--- config.mk ---
export PLATFORM = sky130hd
export DESIGN_NAME = gs_ct_butterfly_pipe
export DESIGN_NICKNAME = d
export VERILOG_FILES = /design/src/rtl/kyber_pkg.sv /design/src/rtl/barrett_red.sv /design/src/rtl/gs_ct_butterfly_pipe.sv
export SDC_FILE = /design/constraint.sdc
export NUM_CORES = 1
export LEC_CHECK = 0
export ABC_AREA = 1
export BUFFER_PORTS_ARGS = -buffer_cell sky130_fd_sc_hd__buf_2
export CAP_MARGIN = 20
export CELL_PAD_IN_SITES_DETAIL_PLACEMENT = 0
export CELL_PAD_IN_SITES_GLOBAL_PLACEMENT = 1
export CORE_ASPECT_RATIO = 2
export CORE_MARGIN = 2
export CORE_UTILIZATION = 49
export DETAILED_ROUTE_END_ITERATION = 10
export GPL_ROUTABILITY_DRIVEN = 0
export PLACE_DENSITY = 0.82
export SETUP_SLACK_MARGIN = 0.5
export SLEW_MARGIN = 0
export SYNTH_ARGS = -nofsm -noshare
export SYNTH_HDL_FRONTEND = slang
export SYNTH_SLANG_ARGS = --single-unit
--- constraint.sdc ---
create_clock -name clk -period 10.3 [get_ports clk]
set_input_delay 1.03 -clock clk [delete_from_list [all_inputs] [get_ports clk]]
set_output_delay 1.03 -clock clk [all_outputs]
set_load 0.02 [all_outputs]
--- src/rtl/kyber_pkg.sv ---
// Shared Kyber arithmetic constants, types and modular add/sub helpers
// used by the butterfly datapath.
package kyber_pkg;

    localparam int unsigned Q         = 3329;
    localparam int unsigned BARRETT_M = 5039;
    localparam int unsigned COEF_W    = 12;
    localparam int unsigned PROD_W    = 24;
    localparam int unsigned LAT       = 4;

    localparam logic MODE_CT = 1'b0;
    localparam logic MODE_GS = 1'b1;

    typedef logic [COEF_W-1:0] coef_t;
    typedef logic [PROD_W-1:0] prod_t;

    // Operands are in [0, Q), so one conditional correction is enough.
    function automatic coef_t mod_add(input coef_t x, input coef_t y);
        logic [12:0] s;
        s = {1'b0, x} + {1'b0, y};
        if (s >= 13'(Q)) begin
            s = s - 13'(Q);
        end
        return s[11:0];
    endfunction

    function automatic coef_t mod_sub(input coef_t x, input coef_t y);
        logic [12:0] d;
        d = {1'b0, x} - {1'b0, y};
        if (d[12]) begin
            d = d + 13'(Q);
        end
        return d[11:0];
    endfunction

endpackage

--- src/rtl/barrett_red.sv ---
// Barrett reduction of a 24-bit product: the quotient estimate and partial
// remainder are registered (stage 3), and the final corrections are combinational (stage 4).
module barrett_red
    import kyber_pkg::*;
(
    input  logic  clk,
    input  logic  rst_n,
    input  logic  en_i,
    input  prod_t p_i,
    output coef_t res_o
);

    logic [36:0] mul;
    logic [12:0] t;
    logic [13:0] r_d;
    logic [13:0] r_q;
    logic [13:0] c1;

    // The quotient estimate is never too large, so r = p - t*Q lies in [0, 3Q) and fits in 14 bits.
    always_comb begin
        mul = 37'(p_i) * 37'(BARRETT_M);
        t   = 13'(mul >> PROD_W);
        r_d = 14'(p_i - 24'(t) * 24'(Q));
    end

    always_ff @(posedge clk or negedge rst_n) begin
        if (!rst_n) begin
            r_q <= '0;
        end else if (en_i) begin
            r_q <= r_d;
        end
    end

    always_comb begin
        c1    = (r_q >= 14'(Q)) ? (r_q - 14'(Q)) : r_q;
        res_o = (c1 >= 14'(Q)) ? 12'(c1 - 14'(Q)) : 12'(c1);
    end

endmodule

--- src/rtl/gs_ct_butterfly_pipe.sv ---
// Four-stage Cooley-Tukey / Gentleman-Sande butterfly for q = 3329 with
// a per-item mode tag and a global stall that freezes every register.
module gs_ct_butterfly_pipe
    import kyber_pkg::*;
(
    input  logic        clk,
    input  logic        rst_n,
    input  logic        stall,
    input  logic        in_valid,
    input  logic        mode,
    input  logic [11:0] a,
    input  logic [11:0] b,
    input  logic [11:0] w,
    output logic        out_valid,
    output logic        out_mode,
    output logic [11:0] u,
    output logic [11:0] v
);

    logic  s1_valid_q, s1_mode_q;
    coef_t s1_pass_q, s1_m_q, s1_w_q;
    coef_t s1_pass_d, s1_m_d;

    logic  s2_valid_q, s2_mode_q;
    coef_t s2_pass_q;
    prod_t s2_p_q, s2_p_d;

    logic  s3_valid_q, s3_mode_q;
    coef_t s3_pass_q;
    coef_t red;

    logic  out_valid_q, out_mode_q;
    coef_t u_q, v_q, u_d, v_d;

    logic  en;

    assign en = !stall;

    // GS folds the add/sub into stage 1 so the multiplier only ever sees (m, w).
    always_comb begin
        s1_pass_d = a;
        s1_m_d    = b;
        if (mode == MODE_GS) begin
            s1_pass_d = mod_add(a, b);
            s1_m_d    = mod_sub(a, b);
        end
        s2_p_d = 24'(s1_m_q) * 24'(s1_w_q);
    end

    always_comb begin
        u_d = s3_pass_q;
        v_d = red;
        if (s3_mode_q == MODE_CT) begin
            u_d = mod_add(s3_pass_q, red);
            v_d = mod_sub(s3_pass_q, red);
        end
    end

    barrett_red u_barrett_red (
        .clk   (clk),
        .rst_n (rst_n),
        .en_i  (en),
        .p_i   (s2_p_q),
        .res_o (red)
    );

    always_ff @(posedge clk or negedge rst_n) begin
        if (!rst_n) begin
            s1_valid_q  <= 1'b0;
            s1_mode_q   <= 1'b0;
            s1_pass_q   <= '0;
            s1_m_q      <= '0;
            s1_w_q      <= '0;
            s2_valid_q  <= 1'b0;
            s2_mode_q   <= 1'b0;
            s2_pass_q   <= '0;
            s2_p_q      <= '0;
            s3_valid_q  <= 1'b0;
            s3_mode_q   <= 1'b0;
            s3_pass_q   <= '0;
            out_valid_q <= 1'b0;
            out_mode_q  <= 1'b0;
            u_q         <= '0;
            v_q         <= '0;
        end else if (en) begin
            s1_valid_q  <= in_valid;
            s1_mode_q   <= mode;
            s1_pass_q   <= s1_pass_d;
            s1_m_q      <= s1_m_d;
            s1_w_q      <= w;
            s2_valid_q  <= s1_valid_q;
            s2_mode_q   <= s1_mode_q;
            s2_pass_q   <= s1_pass_q;
            s2_p_q      <= s2_p_d;
            s3_valid_q  <= s2_valid_q;
            s3_mode_q   <= s2_mode_q;
            s3_pass_q   <= s2_pass_q;
            out_valid_q <= s3_valid_q;
            out_mode_q  <= s3_mode_q;
            u_q         <= u_d;
            v_q         <= v_d;
        end
    end

    assign out_valid = out_valid_q;
    assign out_mode  = out_mode_q;
    assign u         = u_q;
    assign v         = v_q;

endmodule

# After elaboration in Yosys (flattened, before gate mapping)
# Cells that the tools add are included.
# Widths: inputs -> output; s select.
# classes
n_addsub	11
muxes	10
multipliers	3
n_lt_le_gt_ge	4
# ops
op	count
$mux 12	9
$mul 24x13->37 const B	1
$sub 12x12->12 const B	3
$ge 14x12->1 const B	2
$add 12x12->13	2
$ge 13x12->1 const B	2
$sub 12x12->13	2
$add 12x12->12 const B	2
$mul 12x12->24	1
$mul 13x12->14 const B	1
$mux 14	1
$sub 14x12->14 const B	1
$sub 14x14->14	1
# word_totals
input_bits	41
regBits	130
output_inout_bits	26

# Longest topological paths before layout
# Gate-level depths: netlist of run 1.
# logic_depth
ltp_word	8
ltp_mapped	46
depth_no_buf	46

# By module
# Synthesis of run 1 repeated with hierarchy kept, for this count alone.
# hier_totals
cells_unflattened	3015
hier_area_um2	22258.8
# by_module_without_submodules
module	area_each_um2	seq_area_each_um2	cells_per_inst	instances
gs_ct_butterfly_pipe	13406.6	2902.8	1888	1
barrett_red	8852.2	350.3	1127	1

# Worst setup path after synthesis of run 1
# No wires, ideal clock.
# synth_path
path_kind	register to register
startpoint	reg s2_p_q[7]
endpoint	reg u_barrett_red.r_q[13]
synth_period_minus_slack_ps	7939
path_slack_ps	2361
t_arrival_ps	7821
stages_incl_launch_ff	36
n_path_buf	0
path_cell_list	dfrtp_1 fa_1 fa_1 fa_1 fa_1 inv_1 fa_1 inv_1 ha_1 nand2_1 o21a_1 nand2_1 nand2_1 nand2_1 a31oi_1 o21bai_1 xor2_1 ha_1 fa_1 ha_1 fa_1 fa_1 inv_1 ha_1 nand2_1 nor2_1 a211oi_1 a21boi_0 nand2_1 nand3b_1 nand2_1 nand2_1 nand2_1 nand2_1 nand3_1 nand2_1
# synth_between
elab_chain_len	3
# synth_lines
element	line_no	source
start: declaration	gs_ct_butterfly_pipe.sv:26	prod_t s2_p_q, s2_p_d;
start signal: assignment	gs_ct_butterfly_pipe.sv:94	s2_p_q <= s2_p_d;
$mul 24x13->37	barrett_red.sv:21	mul = 37'(p_i) * 37'(BARRETT_M);
$mul 13x12->14	barrett_red.sv:23	r_d = 14'(p_i - 24'(t) * 24'(Q));
$sub 14x14->14 (*)	barrett_red.sv:23	
end signal: assignment	barrett_red.sv:30	r_q <= r_d;
end: declaration	barrett_red.sv:16	logic [13:0] r_q;
# Every way passes the cells marked *; elsewhere a longest branch is shown, timed or not.
# A chain may end at the register's enable or synchronous reset.

# Final worst setup path of run 1
# layout_path
startpoint	reg s2_p_q[22]
endpoint	reg u_barrett_red.r_q[13]
# layout_between
elab_chain_len	3
# layout_lines
element	line_no
$mul 24x13->37	barrett_red.sv:21
$mul 13x12->14	barrett_red.sv:23
$sub 14x14->14	barrett_red.sv:23
# Every way passes these cells.

==> flow_summary_export.csv, run 1 <==
group,metric,value,unit
clock_tree,clock-sinks,130,
logic_synthesis,synthTopCellsByCount,"727 x nand2_1, 576 x inv_1, 280 x ha_1",
logic_synthesis,yosys-top-cells-area,"fa_1 22%, ha_1 16%, dfrtp_1 15%",
setup_path,max_stage_delay,0.64,ns
grt,antenna_found_initial,0,
cells_and_area,drive_gt1_share,5.60,%
logic_synthesis,ys_ff_latch,130,
logic_synthesis,synth_warnings,0,
drt,drt_iter0_markers,749,
die,dieHeight,301,um
setup_path,critical_path_class,"reg -> reg",
clock_tree,clockBufferDepth,2,
placed_design,placed_cell_area,22300,um^2
clock_tree,post_cts_buffers,0,
sta,final_max_slew_viol_count,0,
setup_path,cp_num_buf_inv,6,
sta,rsz0062_at_grt,"no",
logic_synthesis,synth_area,21600,um^2
cells_and_area,final_cell_area,22900,um^2
sta,min_period,9.13,ns
sta,fin_skew,0.0173,ns
die,placementRows,108,
placed_design,numPortBuffers,66,
grt,grt_pass1_wl,102000,um
clock_tree,cts_tree,"done",
logic_synthesis,synthFlopType,"dfrtp_1",
setup_path,start_kind,"flop",
grt,grt_usage,28.5,%
drt,wl,63200,um
die,start_util,49.6,%
sta,worst_pin_slew,0.974,ns
clock_tree,postCtsHoldBufs,0,
logic_synthesis,ys_types,53,
setup_path,startpoint,"s2_p_q[22]",
logic_synthesis,yosys.area.top_type,"fa_1",
logic_synthesis,ys_seq_area_share,15.1,%
setup_path,rr_startpoint,"s2_p_q[22]",
drt,antenna_left,0,
drt,avgViaCountPerCell,5.39,
logic_synthesis,syn_nets,3448,
worst_hold_path,hp-class,"reg -> reg",
sta,finalCritPeriodShare,88.7,%
outcome,status,"finished clean",
drt,drc_errors,0,
cells_and_area,instances_no_fill,3462,
setup_path,cp_data_arrival_time,9.48,ns
grt,first_global_vias,20100,
logic_synthesis,yosysMostFrequentCell,"nand2_1",
sta,slew_headroom,35.0,%
grt,grt_max_degree,82,
clock_tree,postCtsResizedCells,0,
logic_synthesis,post-synth-top-area-fraction,22.1,%
logic_synthesis,syn_area_per_cell,7.48,um^2
sta,max_freq,109,MHz
worst_hold_path,hold_start,"u[10]",
cells_and_area,final_nets,3459,
setup_path,cp_data_required_time,10.65,ns
setup_path,critPathMaxFanout,6,
flow_run,drv_cap,0,
cells_and_area,antenna_cells,0,
logic_synthesis,async_reset_ff_share,100,%
setup_path,critical_path.top_delay_family,"adder cells",
clock_tree,clk_latency,0.46,ns
drt,wl_per_cell,18.2,um
die,die_x,152,um
drt,firstDrtPassIters,5,
sta,setup_viol,0,
die,ios,67,
setup_path,cp_slowest_cell,"xor2_1",
clock_tree,clkSlewWorstSetupHoldPaths,0.07,ns
clock_tree,htree_levels,4,
placed_design,dp_hpwl,52900,um
grt,grt.overflow.total,0,
cells_and_area,post-route-util,52.7,%
clock_tree,cts-root-buf,"clkbuf_16",
sta,fin_setup_tns,0,ns
logic_synthesis,netlist_instances,2888,
cells_and_area,area_growth,6.10,%
drt,vias,18700,
placed_design,dp.cells,3430,
logic_synthesis,synth_edf_count,0,
setup_path,critPathCaptureType,"flop",
sta,hold_viol,0,
die,dieArea,45900,um^2
clock_tree,cts_inserted_buffers,17,
die,core-area,43500,um^2
==> cells in the final DEF (no fill, tap or decap), types with 3 or more instances in the layout <==
cell	instances
nand3_1	160
fa_1	239
inv_1	575
nor2_1	146
nand2_1	727
o21bai_1	6
o21a_1	8
o21ai_2	4
dfrtp_1	130
nand3_2	3
a22oi_1	21
o22ai_1	5
nand3b_1	11
buf_2	64
a21o_1	7
o211ai_1	7
ha_1	280
clkbuf_16	17
nor3_1	18
nand2_2	14
or2_2	8
o21ai_0	145
inv_6	3
nand2_4	4
clkinv_8	3
nor4_1	6
nor2_2	9
nand4_1	39
a31oi_1	10
xnor2_1	21
xor2_1	50
buf_4	7
inv_2	5
inv_8	5
a21oi_1	116
o21ai_1	4
and2_1	3
nor2_4	4
==> path summary, 6_finish.rpt <==
check / end / slack [ns] / cells past startpoint
worst max-delay path: u_barrett_red.r_q[13] / 1.17 / 34
worst min-delay path: u[10] / 0.49 / 2
worst max register to register: u_barrett_red.r_q[13] / 1.17 / 34
worst min register to register: u[10] / 0.49 / 2
max in group asynchronous: s3_pass_q[4] / 8.40 / 2
min in group asynchronous: u[7] / 0.53 / 1
==> worst reg2reg max path: cells and delay by family (launching register included) <==
family / cells / cell delay (ns)
buffers and inverters: 6 / 0.43
XOR/XNOR: 1 / 0.64
adder cells (fa/ha/maj): 12 / 5.60
flip-flops: 1 / 0.57
AND/OR/NAND/NOR: 12 / 1.21
AO/OA/AOI/OAI: 3 / 0.59
==> cells by family (layout without fill, tap and decap cells) <==
family	count (synthesis)	count (layout)	synth area share [%]
simple gates	1157	1157	22.7
buf+inv	661	685	11.7
fa+ha+maj	519	519	38.4
compound gates	348	348	9.12
flops	130	130	15.1
xor+xnor	73	73	3.03
==> layer usage <==
metal	vias up	routed length [um]	GRT usage, %
met2	446	35600	57.3
li1	9041	-	-
met1	8970	21000	26.4
met3	200	1430	2.25
met5	-	0	0
met4	0	5100	20.2
==> flip-flops by register name, indices dropped and copies added, names as in the netlist, 12 cells and up <==
register           count
s1_pass_q             12
s2_p_q                24
s2_pass_q             12
v                     12
s3_pass_q             12
u_barrett_red.r_q     14
u                     12
s1_m_q                12
s1_w_q                12
==> stage by stage <==
stage                     hold slack [ns]  worst slack [ns]
after floorplan                     0.453              2.36
after global placement              0.462              1.09
after detailed placement            0.466             0.966
after CTS                           0.489             0.962
after global routing                0.509             0.564
final                               0.491              1.17
==> area by class of cell <==
cell class                 count  area [um^2]
clock inverter                15          164
timing repair buffer          72          384
clock buffer                  17          425
fill                        4336        20600
inverter                     581         2180
multi-input combinational   2097        15800
sequential                   130         3250
tap                          550          688
Power of run 1 is left out: the tool's default activity adds up to more than one toggle a clock period on the data nets, which glitch-free logic cannot reach.
==> run 2, diff against run 1 <==
Settings changed: PLACE_DENSITY 0.82 to default, PLACE_DENSITY_LB_ADDON from default to 0.25, SYNTH_HIERARCHICAL from default to 1.
==> run 2 against run 1 <==
Maximum frequency is 4.4% higher. Die area is 3.0% higher. Critical endpoint is now u_barrett_red/r_q[11]. Sequential share of layout area is 0.37 points lower. Utilization is 0.22 points lower. Synthesized area is 3.0% higher. Critical path depth is 5 higher. Global-route usage is 2.4 points lower. Count of clock-buffer cells in the layout is 2 higher. Routed wire length is 6.1% lower. Highest routed layer unchanged. Register-to-register slack better by 0.39 ns.
==> flow_summary_export.csv, run 2 <==
group,metric,value,unit
outcome,status,"finished clean",
die,ios,67,
clock_tree,htree_levels,4,
setup_path,cp_slowest_cell,"dfrtp_1",
die,die_x,155,um
cells_and_area,regMostFlops,"s2_p_q",
cells_and_area,antenna_cells,0,
cells_and_area,mostFrequentLayoutCells,"816 x nand2_1, 599 x inv_1, 279 x ha_1",
cells_and_area,largest_register_ffs,24,
logic_synthesis,async_reset_ff_share,100,%
sta,slew_headroom,33.6,%
clock_tree,cts-root-buf,"clkbuf_16",
logic_synthesis,ys_seq_area_share,14.6,%
logic_synthesis,synth_warnings,6,
sta,setup_viol,0,
drt,drc_errors,0,
logic_synthesis,netlist_instances,3015,
logic_synthesis,synthTopCellsByCount,"816 x nand2_1, 599 x inv_1, 279 x ha_1",
cells_and_area,drive_gt1_share,6.90,%
drt,wl_per_cell,16.5,um
setup_path,start_kind,"flop",
sta,fin_skew,0.0126,ns
drt,avgViaCountPerCell,5.20,
setup_path,critical_path_class,"reg -> reg",
grt,first_global_vias,19700,
placed_design,dp_hpwl,50000,um
logic_synthesis,yosys-top-cells-area,"fa_1 21%, ha_1 16%, dfrtp_1 15%",
setup_path,max_stage_delay,0.59,ns
drt,antenna_left,0,
die,dieArea,47300,um^2
logic_synthesis,ys_ff_latch,130,
logic_synthesis,post-synth-top-area-fraction,21.5,%
die,core-area,44900,um^2
setup_path,critPathCaptureType,"flop",
sta,rsz0062_at_grt,"no",
logic_synthesis,yosys.area.top_type,"fa_1",
clock_tree,clock-sinks,130,
sta,hold_viol,0,
flow_run,drv_cap,0,
drt,wl,59300,um
clock_tree,postCtsHoldBufs,0,
logic_synthesis,synth_area,22300,um^2
drt,firstDrtPassIters,5,
die,dieHeight,305,um
cells_and_area,fillers,4441,
sta,finalCritPeriodShare,84.9,%
logic_synthesis,syn_nets,3574,
grt,grt_usage,26.1,%
clock_tree,clk_latency,0.45,ns
clock_tree,clockBufferDepth,2,
logic_synthesis,syn_area_per_cell,7.38,um^2
drt,drt_iter0_markers,764,
cells_and_area,final_common_cell,"nand2_1",
placed_design,numPortBuffers,66,
logic_synthesis,synthFlopType,"dfrtp_1",
clock_tree,postCtsResizedCells,0,
grt,grt.overflow.total,0,
sta,final_max_slew_viol_count,0,
sta,hold_ws,0.468,ns
grt,grt_max_degree,101,
drt,vias,18700,
worst_hold_path,hp-class,"reg -> reg",
logic_synthesis,yosysMostFrequentCell,"nand2_1",
clock_tree,post_cts_buffers,0,
sta,worst_pin_slew,0.995,ns
sta,fin_setup_tns,0,ns
clock_tree,cts_tree,"done",
logic_synthesis,ys_types,57,
grt,grt_pass1_wl,97200,um
cells_and_area,post-route-util,52.5,%
sta,min_period,8.75,ns
cells_and_area,final_nets,3577,
setup_path,critPathMaxFanout,7,
grt,antenna_found_initial,0,
clock_tree,cts_inserted_buffers,17,
die,placementRows,110,
cells_and_area,area_growth,5.74,%
logic_synthesis,synth_edf_count,0,
cells_and_area,largestRegisters,"s2_p_q x24, u_barrett_red/r_q x14",
setup_path,cp_data_arrival_time,9.05,ns
setup_path,cp_data_required_time,10.61,ns
clock_tree,clkSlewWorstSetupHoldPaths,0.07,ns
die,start_util,49.6,%
sta,max_freq,114,MHz
setup_path,crit_top_cell,"inv_1",
[run 2: worst paths after layout]
kind                          startpoint                     to  slack, ns  depth (start not counted)
min                        s1_pass_q[10]          s2_pass_q[10]       0.47                          2
max in group asynchronous          rst_n                   u[3]       8.39                          2
min in group asynchronous          rst_n             s2_p_q[23]       0.59                          1
max reg2reg                   s2_p_q[22]  u_barrett_red/r_q[11]       1.55                         39
min reg2reg                s1_pass_q[10]          s2_pass_q[10]       0.47                          2
max                           s2_p_q[22]  u_barrett_red/r_q[11]       1.55                         39
[run 2: layout make-up]
cell class                 instances  area, um^2  share of cell area (%)
clock inverter                    12         158                   0.670
timing repair buffer              70         389                    1.65
inverter                         620        2330                    9.90
tap                              560         701                    2.98
multi-input combinational       2179       16300                    69.1
sequential                       130        3250                    13.8
clock buffer                      19         443                    1.88
[run 2: cells by family after synthesis]
logic type,Yosys count,share of synthesized area [%]
flip-flops,130,14.6
XOR/XNOR,86,3.49
AND/OR/NAND/NOR,1279,24.6
buffers and inverters,706,12.3
adder cells (fa/ha/maj),518,37.2
AO/OA/AOI/OAI,296,7.77
[run 2: routing by layer]
layer  wire length, um  up-vias  track usage, %
li1                  -     9280               -
met1             21200     8886            26.1
met2             33100      364            51.8
met3              1480      149            2.23
met4              3500        0            14.2
met5                 0        -               0
[run 2: critical path, delay by kind of cell (launching register included)]
kind	cells	cell delay [ns]
xor gates and xnor gates	2	0.79
buffers and inverters	12	0.95
AOI/OAI and AO/OA	8	1.29
and+or+nand+nor	6	0.50
DFF	1	0.59
adders and majority gates	11	4.49
[run 2: through the flow]
stage                     worst slack [ns]  area [um^2]  cells
after floorplan                       2.48        22300   3015
after global placement                1.72        22900   3558
after detailed placement              1.56        22900   3558
after CTS                             1.54        23500   3589
after global routing                 0.921        23500   3590
final                                 1.55        23500   3590
Power of run 2 is left out for the same reason.
